### src/rtl/coprocessor0.sv
// Coprocessor 0: STATUS/CAUSE/EPC/EHBR registers, one external interrupt
// line and ERET handling. A two-state FSM (idle / in service) redirects the PC
// to EHBR on an interrupt take and back to EPC on ERET.
// Optional: define CP0_IRQ_SYNC_EN to pass ir_in through a 2-flop synchronizer.
module coprocessor0 #(
  parameter logic [31:0] EHBR_RESET = 32'h0000_0008
) (
  input  logic        clk,
  input  logic        rst,
  input  logic        en,
  input  logic [1:0]  cp_oper,
  input  logic [4:0]  addr_r,
  output logic [31:0] data_r,
  input  logic [4:0]  addr_w,
  input  logic [31:0] data_w,
  input  logic        ir_en,
  input  logic        ir_in,
  input  logic [31:0] ret_addr,
  output logic        jump_en,
  output logic [31:0] jump_addr
);

  localparam logic [4:0] AddrStatus = 5'd12;
  localparam logic [4:0] AddrCause  = 5'd13;
  localparam logic [4:0] AddrEpc    = 5'd14;
  localparam logic [4:0] AddrEhbr   = 5'd25;

  typedef enum logic [0:0] {StIdle, StService} state_t;

  state_t      state_q, state_d;
  logic        ie_q, ie_d;
  logic        pending_q, pending_d;
  logic [31:0] epc_q, epc_d;
  logic [31:0] ehbr_q, ehbr_d;
  logic        ir_prev_q;
  logic        ir_s;
  logic        irq_edge;
  logic        mtc0, eret, take;
  logic [31:0] wr_masked;

`ifdef CP0_IRQ_SYNC_EN
  logic [1:0] sync_q;

  // Two-flop synchronizer for the asynchronous interrupt line.
  always_ff @(posedge clk) begin
    if (rst) sync_q <= 2'b00;
    else     sync_q <= {sync_q[0], ir_in};
  end
  assign ir_s = sync_q[1];
`else
  assign ir_s = ir_in;
`endif

  // Edge detector keeps sampling while en=0 so no rising edge is lost.
  always_ff @(posedge clk) begin
    if (rst) ir_prev_q <= 1'b0;
    else     ir_prev_q <= ir_s;
  end

  assign irq_edge = ir_s & ~ir_prev_q;
  assign mtc0     = en & (cp_oper == 2'd1);
  assign eret     = en & (cp_oper == 2'd2);
  // ERET has priority; the take waits for a later cycle.
  assign take     = (state_q == StIdle) & pending_q & ie_q & ir_en & en & ~eret;

  // Write data reduced to the implemented bits of the target register.
  always_comb begin
    wr_masked = 32'h0;
    unique case (addr_w)
      AddrStatus: wr_masked = {31'h0, data_w[0]};
      AddrCause:  wr_masked = {23'h0, data_w[8], 8'h0};
      AddrEpc:    wr_masked = data_w;
      AddrEhbr:   wr_masked = data_w;
      default:    wr_masked = 32'h0;
    endcase
  end

  // Read port with same-cycle MTC0 bypass.
  always_comb begin
    data_r = 32'h0;
    if (mtc0 && (addr_w == addr_r)) begin
      data_r = wr_masked;
    end else begin
      unique case (addr_r)
        AddrStatus: data_r = {31'h0, ie_q};
        AddrCause:  data_r = {23'h0, pending_q, 8'h0};
        AddrEpc:    data_r = epc_q;
        AddrEhbr:   data_r = ehbr_q;
        default:    data_r = 32'h0;
      endcase
    end
  end

  // PC redirect: ERET to EPC, take to EHBR; forced off in reset.
  always_comb begin
    jump_en   = 1'b0;
    jump_addr = 32'h0;
    if (!rst) begin
      if (eret) begin
        jump_en   = 1'b1;
        jump_addr = epc_q;
      end else if (take) begin
        jump_en   = 1'b1;
        jump_addr = ehbr_q;
      end
    end
  end

  // Next-state logic: take overrides MTC0 to EPC/STATUS, edge overrides CAUSE write.
  always_comb begin
    state_d   = state_q;
    ie_d      = ie_q;
    pending_d = pending_q;
    epc_d     = epc_q;
    ehbr_d    = ehbr_q;
    if (mtc0) begin
      unique case (addr_w)
        AddrStatus: ie_d      = data_w[0];
        AddrCause:  pending_d = data_w[8];
        AddrEpc:    epc_d     = data_w;
        AddrEhbr:   ehbr_d    = data_w;
        default:    ;
      endcase
    end
    if (take) begin
      epc_d     = ret_addr;
      ie_d      = 1'b0;
      pending_d = 1'b0;
      state_d   = StService;
    end
    if (eret) begin
      ie_d    = 1'b1;
      state_d = StIdle;
    end
    if (irq_edge) pending_d = 1'b1;
  end

  // State registers.
  always_ff @(posedge clk) begin
    if (rst) begin
      state_q   <= StIdle;
      ie_q      <= 1'b0;
      pending_q <= 1'b0;
      epc_q     <= 32'h0;
      ehbr_q    <= EHBR_RESET;
    end else begin
      state_q   <= state_d;
      ie_q      <= ie_d;
      pending_q <= pending_d;
      epc_q     <= epc_d;
      ehbr_q    <= ehbr_d;
    end
  end

endmodule

### config.mk
export PLATFORM = sky130hd
export DESIGN_NAME = coprocessor0
export DESIGN_NICKNAME = d
export VERILOG_FILES = /design/src/rtl/coprocessor0.sv
export SDC_FILE = /design/constraint.sdc
export NUM_CORES = 1
export LEC_CHECK = 0
export CAP_MARGIN = 20
export CORE_MARGIN = 3
export CORE_UTILIZATION = 46
export DETAILED_ROUTE_END_ITERATION = 7
export GPL_ROUTABILITY_DRIVEN = 0
export PLACE_DENSITY = 0.81
export SLEW_MARGIN = 20
export SYNTH_ARGS = -nofsm -noshare
export SYNTH_HDL_FRONTEND = slang
export SYNTH_SLANG_ARGS = --single-unit
### constraint.sdc
create_clock -name clk -period 2.5 [get_ports clk]
set_input_delay 0.5 -clock clk [delete_from_list [all_inputs] [get_ports clk]]
set_output_delay 0.5 -clock clk [all_outputs]
set_load 0.01 [all_outputs]
==> impl_metrics.xml, run 1 <==
<?xml version="1.0" encoding="UTF-8"?>
<metrics>
  <group name="outcome">
    <metric name="outcome" unit="">finished, final reports clean</metric>
  </group>
  <group name="sta">
    <metric name="grt_setup_unrepaired" unit="">no</metric>
    <metric name="setup_violations" unit="">0</metric>
    <metric name="tightest_slew" unit="ns">0.2506</metric>
    <metric name="setup_slack" unit="ns">0.06192</metric>
    <metric name="max_slew_margin" unit="%">83.18</metric>
    <metric name="timing.fmax" unit="MHz">410.2</metric>
    <metric name="finalMaxSlewViolations" unit="">0</metric>
    <metric name="timing_hold_violations_final" unit="">0</metric>
    <metric name="finalClockSkew" unit="ns">0.008730</metric>
    <metric name="period_minus_slack" unit="ns">2.438</metric>
    <metric name="setup-tns-final" unit="ns">0</metric>
    <metric name="hold_ws" unit="ns">0.4179</metric>
    <metric name="fin_crit_sh" unit="%">97.52</metric>
  </group>
  <group name="yosys">
    <metric name="yosys_register_bits" unit="">68</metric>
    <metric name="number_of_distinct_library_cells_after_synthesis" unit="">36</metric>
    <metric name="number_of_enable_type_register_cells_in_the_synthesized_netlist" unit="">0</metric>
    <metric name="netlist_area" unit="um^2">4173</metric>
    <metric name="syn-instance-count" unit="">553</metric>
    <metric name="synthesis.yosys.warnings" unit="">0</metric>
    <metric name="synth_top_flop_cell" unit="">dfxtp_1</metric>
    <metric name="mean_cell_area_of_the_mapped_netlist" unit="um^2">7.546</metric>
    <metric name="ys_async_sr_fraction" unit="%">0</metric>
    <metric name="postSynthNetCount" unit="">634</metric>
    <metric name="sequential_share_of_the_synthesized_area" unit="%">32.62</metric>
  </group>
  <group name="finish">
    <metric name="area.growth.synth_to_final" unit="%">50.31</metric>
    <metric name="finalNetCount" unit="">795</metric>
    <metric name="mostFrequentLayoutCell" unit="">nand2_1</metric>
    <metric name="final_layout_size_suffix_gt1_share" unit="%">20.58</metric>
    <metric name="most-common-layout-cells" unit="">nand2_1, dfxtp_1, nor2_1, clkdlybuf4s50_1, a22oi_1</metric>
    <metric name="final.fill_count" unit="">705</metric>
    <metric name="n_antenna_cell" unit="">0</metric>
  </group>
  <group name="placed_design">
    <metric name="detailed_place_hpwl" unit="mm">9.621</metric>
    <metric name="place.port_buffers" unit="">145</metric>
    <metric name="pre_cts_setup_slack" unit="ns">-0.6749</metric>
  </group>
  <group name="critical_path">
    <metric name="timing.reg2reg.setup_slack" unit="ns">0.86</metric>
    <metric name="cp_data_required_time" unit="ns">2.00</metric>
    <metric name="critical-path-max-stage-delay" unit="ns">0.26</metric>
    <metric name="r2r_cells" unit="">6</metric>
    <metric name="crit_arrival" unit="ns">1.94</metric>
    <metric name="timing.critical_path.cells" unit="">dlygate4sd2_1 &gt; xor2_1 &gt; nor3_4 &gt; buf_12 &gt; buf_12 &gt; buf_16 &gt; mux2i_1 &gt; buf_2</metric>
    <metric name="worstSetupStartpointType" unit="">input port</metric>
    <metric name="critPathSlowestCell" unit="">dlygate4sd2_1</metric>
    <metric name="cell_family_contributing_the_most_delay_on_the_critical_path" unit="">buffers and inverters</metric>
    <metric name="rr_endpoint" unit="">epc_q[19]$_SDFFE_PP0P_</metric>
    <metric name="worst_r2r_startpoint" unit="">ie_q$_SDFFE_PP0P_</metric>
    <metric name="path_max_fanout" unit="">5</metric>
    <metric name="timing.setup.critical_path_class" unit="">input port to output port</metric>
    <metric name="worstSetupEndpointType" unit="">output port</metric>
    <metric name="cp_common_cell" unit="">buf_12</metric>
    <metric name="cp_num_buf_inv" unit="">5</metric>
  </group>
  <group name="cts">
    <metric name="cts.hold.buffers_added" unit="">0</metric>
    <metric name="cts_root_buf" unit="">clkbuf_8</metric>
    <metric name="cts.htree.levels" unit="">3</metric>
    <metric name="tritoncts_clock_tree" unit="">built</metric>
    <metric name="clock_sinks" unit="">68</metric>
    <metric name="numCtsBuffers" unit="">9</metric>
    <metric name="clk_pin_slew_worst_paths" unit="ns">0.08</metric>
    <metric name="clock_insertion_delay_worst_skew" unit="ns">0.34</metric>
    <metric name="cts_buffer_depth" unit="">2</metric>
  </group>
  <group name="floorplan">
    <metric name="start_util" unit="%">47.62</metric>
    <metric name="dieWidth" unit="um">101.2</metric>
    <metric name="rows" unit="">34</metric>
    <metric name="io-pin-count" unit="">146</metric>
    <metric name="core_region_area" unit="um^2">8763</metric>
    <metric name="dieHeight" unit="um">101.2</metric>
    <metric name="area_of_the_die" unit="um^2">10250</metric>
  </group>
  <group name="min_path">
    <metric name="hold-path-endpoint" unit="">pending_q$_SDFFE_PP0P_</metric>
    <metric name="hp-class" unit="">flip-flop to flip-flop</metric>
    <metric name="worst_hold_path.num_cells" unit="">1</metric>
    <metric name="hp-start" unit="">ir_prev_q$_SDFF_PP0_</metric>
  </group>
  <group name="pwr">
    <metric name="power-per-cell-area" unit="nW/um^2">370.1</metric>
    <metric name="cellLeakagePower" unit="nW">2.339</metric>
    <metric name="power.ir.vdd_worst" unit="mV">0.2696</metric>
    <metric name="power" unit="mW">2.321</metric>
  </group>
  <group name="global_routing">
    <metric name="first_global_vias" unit="">4821</metric>
    <metric name="first_pass_grt_wire_length" unit="mm">24.03</metric>
    <metric name="overflow" unit="">0</metric>
    <metric name="grt_util_all_layers" unit="%">29.07</metric>
    <metric name="grt_max_degree" unit="">56</metric>
    <metric name="antenna_found_initial" unit="">0</metric>
  </group>
  <group name="route">
    <metric name="drtAntennaViolNets" unit="">0</metric>
    <metric name="drt-total-wl" unit="mm">15.44</metric>
    <metric name="vias" unit="">4983</metric>
    <metric name="detailedRoute.firstIterationViolations" unit="">293</metric>
    <metric name="detail_route.wl_per_cell" unit="um">18.67</metric>
    <metric name="detail_route.drc_violations" unit="">0</metric>
    <metric name="drt-pass1-iter-count" unit="">7</metric>
    <metric name="vias_per_cell" unit="">6.025</metric>
  </group>
  <group name="flow_run">
    <metric name="max_cap_violations" unit="">0</metric>
  </group>
</metrics>
## synth_stat cells (3+ instances only)
| cell type | n | share of area [%] |
|---|---|---|
| nand2_1 | 160 | 14 |
| dfxtp_1 | 68 | 33 |
| nor2_1 | 66 | 5.9 |
| a22oi_1 | 63 | 11 |
| a21oi_1 | 35 | 4.2 |
| buf_2 | 34 | 4.1 |
| mux2i_1 | 33 | 7.9 |
| a311oi_1 | 24 | 5.0 |
| clkbuf_1 | 15 | 1.3 |
| a311oi_2 | 8 | 2.9 |
| nand3b_1 | 6 | 1.1 |
| xnor2_1 | 5 | 1.0 |
| buf_6 | 3 | 0.81 |
| inv_1 | 3 | 0.27 |
## timing repair
action                                  in CTS  in global routing
pin swaps                                    6                  3
buffers inserted                             7                  3
gates resized for setup                    206                 21
cloned                                       6                  0
endpoints found under the setup margin      65                 37
## flip-flops by register name (all words and copies together) (netlist names)
name	flops
ir_prev_q	1
ie_q	1
state_q	1
epc_q	32
pending_q	1
ehbr_q	32
## per-layer routing
metal	up-vias	part of all wire, %	track usage, %
li1	2282	-	-
met1	2351	37	36.74
met2	317	50	50.05
met3	33	11	4.959
met4	0	1.7	9.816
met5	-	0	0
## final cells by class
class / instances / area [um^2] / share of cell area [%]
repair buffers: 202 / 1926 / 30.70
inverters: 3 / 11.26 / 0.1795
well taps: 108 / 135.1 / 2.154
clock inverters: 5 / 52.55 / 0.8378
multi-input cells: 430 / 2655 / 42.33
clock buffers: 11 / 131.4 / 2.095
flip-flops and latches: 68 / 1361 / 21.70
## how the worst max path moves through the flow
stage               start       endpoint  cells past startpoint
6_report        addr_r[2]     data_r[20]                      8
5_1_grt         addr_r[2]     data_r[12]                      7
4_1_cts        cp_oper[0]  jump_addr[17]                      8
3_5_place_dp    addr_r[4]     data_r[28]                      7
3_3_place_gp    addr_w[1]     data_r[28]                      7
2_1_floorplan   addr_w[1]     data_r[10]                      6
## cells by family after synthesis
logic type | Yosys count | synth area share (%)
buffers and inverters | 55 | 6.506
muxes | 34 | 8.186
xor gates and xnor gates | 6 | 1.259
AOI/OAI and AO/OA | 136 | 24.53
DFF | 68 | 32.62
and+or+nand+nor | 254 | 26.90
## where the power goes
part	internal (mW)	leakage (nW)	switching, mW
sequential	1.09	0.549	0.00788
combinational	0.186	1.70	0.150
clock	0.457	0.0931	0.429
total	1.74	2.34	0.586
## per-stage QoR
stage / utilization (%) / area [um^2] / cells
after CTS: 71.16 / 6236 / 826
after detailed placement: 68.00 / 5959 / 797
after global routing: 71.57 / 6272 / 827
final: 71.57 / 6272 / 827
after global placement: 68.00 / 5959 / 797
after floorplan: - / 4173 / 553
Note: power is estimated with default switching activity, not from simulation.
==> inputs of run 2 (changes only) <==
CORE_UTILIZATION = 50   (was 46)
CTS_CLUSTER_DIAMETER = 50   (was unset)
DONT_BUFFER_PORTS = 1   (was unset)
PLACE_DENSITY = unset   (was 0.81)
==> run 2 against run 1 <==
  * First-iteration DRC count is 13% higher
  * Via count is 19% lower
  * Worst hold slack got worse by 0.19 ns
  * Setup slack gained 0.16 ns
  * Final area shrank 28%
  * Wire length fell by 18%
  * Utilization shrank 15 points
  * Sequential share of layout area grew 8.5 points
  * Power is 5.9% lower
  * Largest power group unchanged
  * Clock skew down 0.0030 ns
  * Highest routed layer unchanged
==> impl_metrics.xml, run 2 (same netlist as run 1, synthesis figures left out) <==
<?xml version="1.0" encoding="UTF-8"?>
<metrics>
  <group name="critical_path">
    <metric name="r2r_cells" unit="">5</metric>
    <metric name="cp_data_required_time" unit="ns">2.00</metric>
    <metric name="crit_arrival" unit="ns">1.78</metric>
    <metric name="timing.setup.critical_path_class" unit="">flip-flop to output port</metric>
    <metric name="path_max_fanout" unit="">33</metric>
    <metric name="timing.reg2reg.setup_slack" unit="ns">0.95</metric>
    <metric name="worstSetupStartpointType" unit="">flip-flop</metric>
    <metric name="worstSetupEndpointType" unit="">output port</metric>
    <metric name="worst_r2r_startpoint" unit="">ie_q$_SDFFE_PP0P_</metric>
    <metric name="rr_endpoint" unit="">epc_q[12]$_SDFFE_PP0P_</metric>
  </group>
  <group name="floorplan">
    <metric name="start_util" unit="%">52.64</metric>
    <metric name="dieWidth" unit="um">97.36</metric>
    <metric name="area_of_the_die" unit="um^2">9478</metric>
    <metric name="core_region_area" unit="um^2">7928</metric>
    <metric name="io-pin-count" unit="">146</metric>
    <metric name="rows" unit="">32</metric>
    <metric name="dieHeight" unit="um">97.36</metric>
  </group>
  <group name="finish">
    <metric name="final.fill_count" unit="">760</metric>
    <metric name="final_layout_size_suffix_gt1_share" unit="%">9.346</metric>
    <metric name="most-common-layout-cells" unit="">nand2_1, dfxtp_1, nor2_1</metric>
    <metric name="area.growth.synth_to_final" unit="%">7.886</metric>
    <metric name="largestRegisters" unit="">ehbr_q (32), epc_q (32)</metric>
    <metric name="finalNetCount" unit="">611</metric>
    <metric name="n_antenna_cell" unit="">0</metric>
    <metric name="mostFrequentLayoutCell" unit="">nand2_1</metric>
  </group>
  <group name="route">
    <metric name="drt-pass1-iter-count" unit="">5</metric>
    <metric name="vias" unit="">4046</metric>
    <metric name="vias_per_cell" unit="">6.352</metric>
    <metric name="drt-total-wl" unit="mm">12.68</metric>
    <metric name="detail_route.drc_violations" unit="">0</metric>
    <metric name="detail_route.wl_per_cell" unit="um">19.91</metric>
    <metric name="drtAntennaViolNets" unit="">0</metric>
    <metric name="detailedRoute.firstIterationViolations" unit="">332</metric>
  </group>
  <group name="cts">
    <metric name="clock_sinks" unit="">68</metric>
    <metric name="numCtsBuffers" unit="">9</metric>
    <metric name="tritoncts_clock_tree" unit="">built</metric>
    <metric name="clk_pin_slew_worst_paths" unit="ns">0.08</metric>
    <metric name="cts.htree.levels" unit="">3</metric>
    <metric name="cts-resized-gates" unit="">0</metric>
    <metric name="clock_insertion_delay_worst_skew" unit="ns">0.34</metric>
    <metric name="cts_buffer_depth" unit="">2</metric>
    <metric name="post_cts_buffers" unit="">0</metric>
    <metric name="cts.hold.buffers_added" unit="">0</metric>
    <metric name="cts_root_buf" unit="">clkbuf_8</metric>
  </group>
  <group name="flow_run">
    <metric name="max_cap_violations" unit="">0</metric>
  </group>
  <group name="sta">
    <metric name="max_slew_margin" unit="%">70.85</metric>
    <metric name="hold_ws" unit="ns">0.2314</metric>
    <metric name="tightest_slew" unit="ns">0.4359</metric>
    <metric name="timing_hold_violations_final" unit="">0</metric>
    <metric name="finalMaxSlewViolations" unit="">0</metric>
    <metric name="setup-tns-final" unit="ns">0</metric>
    <metric name="timing.fmax" unit="MHz">439.0</metric>
    <metric name="period_minus_slack" unit="ns">2.278</metric>
    <metric name="fin_crit_sh" unit="%">91.11</metric>
    <metric name="grt_setup_unrepaired" unit="">no</metric>
    <metric name="finalClockSkew" unit="ns">0.005745</metric>
    <metric name="setup_violations" unit="">0</metric>
  </group>
  <group name="outcome">
    <metric name="outcome" unit="">finished, final reports clean</metric>
  </group>
  <group name="pwr">
    <metric name="cellLeakagePower" unit="nW">1.300</metric>
    <metric name="power.ir.vdd_worst" unit="mV">0.2762</metric>
    <metric name="power-per-cell-area" unit="nW/um^2">485.1</metric>
  </group>
  <group name="min_path">
    <metric name="hp-class" unit="">input port to flip-flop</metric>
    <metric name="worst_hold_path.num_cells" unit="">1</metric>
    <metric name="hold-path-endpoint" unit="">epc_q[6]$_SDFFE_PP0P_</metric>
    <metric name="hp-start" unit="">rst</metric>
  </group>
  <group name="global_routing">
    <metric name="grt_util_all_layers" unit="%">26.34</metric>
    <metric name="overflow" unit="">0</metric>
    <metric name="first_pass_grt_wire_length" unit="mm">20.58</metric>
    <metric name="antenna_found_initial" unit="">0</metric>
    <metric name="grt_max_degree" unit="">102</metric>
    <metric name="first_global_vias" unit="">3975</metric>
  </group>
  <group name="placed_design">
    <metric name="detailed_place_hpwl" unit="mm">8.259</metric>
    <metric name="place.port_buffers" unit="">0</metric>
  </group>
</metrics>
run 2: changes by cell type in the layout (fill, tap and decap cells not counted), sizes merged:
cell           change
clkbuf             -7
clkdlybuf4s50     -66
clkinv             -1
bufinv             +1
dlygate4sd2       -34
buf               -71
clkdlybuf4s15      -5
clkinvlp           +1
bufbuf             -2
run 2: worst max-delay path by stage:
stage | startpoint | cells past startpoint | to | slack (ns)
finish | ie_q$_SDFFE_PP0P_ | 5 | jump_addr[1] | 0.22
detailed placement | addr_r[4] | 6 | data_r[31] | 0.33
floorplan | addr_w[1] | 6 | data_r[10] | 0.30
global placement | addr_r[1] | 5 | data_r[16] | 0.37
CTS | ie_q$_SDFFE_PP0P_ | 5 | jump_addr[1] | 0.23
global route | ie_q$_SDFFE_PP0P_ | 5 | jump_addr[3] | 0.11
run 2: routing by layer:
layer  up-vias  global-route usage [%]  routed length, um
met5         -                       0                  0
met4         0                   10.33                213
met3        18                   6.246               1215
met2       194                   41.83               5988
met1      1925                   34.64               5262
li1       1909                       -                  -
run 2: critical path, cell delays in order (launching register included):
cell and delay [ns]:
dfxtp_1 0.38, and4b_1 0.28, and3b_1 0.22, buf_12 0.22
a22oi_1 0.13, nor2_1 0.21
run 2: area by class of cell:
cell class / instances / area, um^2 / area share [%]
multi-input cells: 430 / 2562 / 56.92
repair buffers: 18 / 222.7 / 4.947
inverters: 3 / 11.26 / 0.2501
clock buffers: 10 / 127.6 / 2.835
well taps: 102 / 127.6 / 2.835
flip-flops and latches: 68 / 1361 / 30.24
clock inverters: 6 / 88.84 / 1.973
run 2: power by group:
group | internal [mW] | total, mW | switching [mW]
clock | 0.562 | 0.988 | 0.426
sequential | 1.09 | 1.10 | 0.00786
combinational | 0.0429 | 0.0953 | 0.0524
total | 1.70 | 2.18 | 0.487
run 2: metrics by stage:
stage,utilization (%),area [um^2],setup WS [ns],cells,power (mW)
finish,56.79,4502,0.2222,637,2.184
CTS,56.79,4502,0.2257,637,2.200
detailed placement,54.06,4285,0.3285,621,1.220
global placement,54.06,4285,0.3750,621,1.219
global route,56.79,4502,0.1146,637,2.270
floorplan,-,4173,0.3048,553,1.220
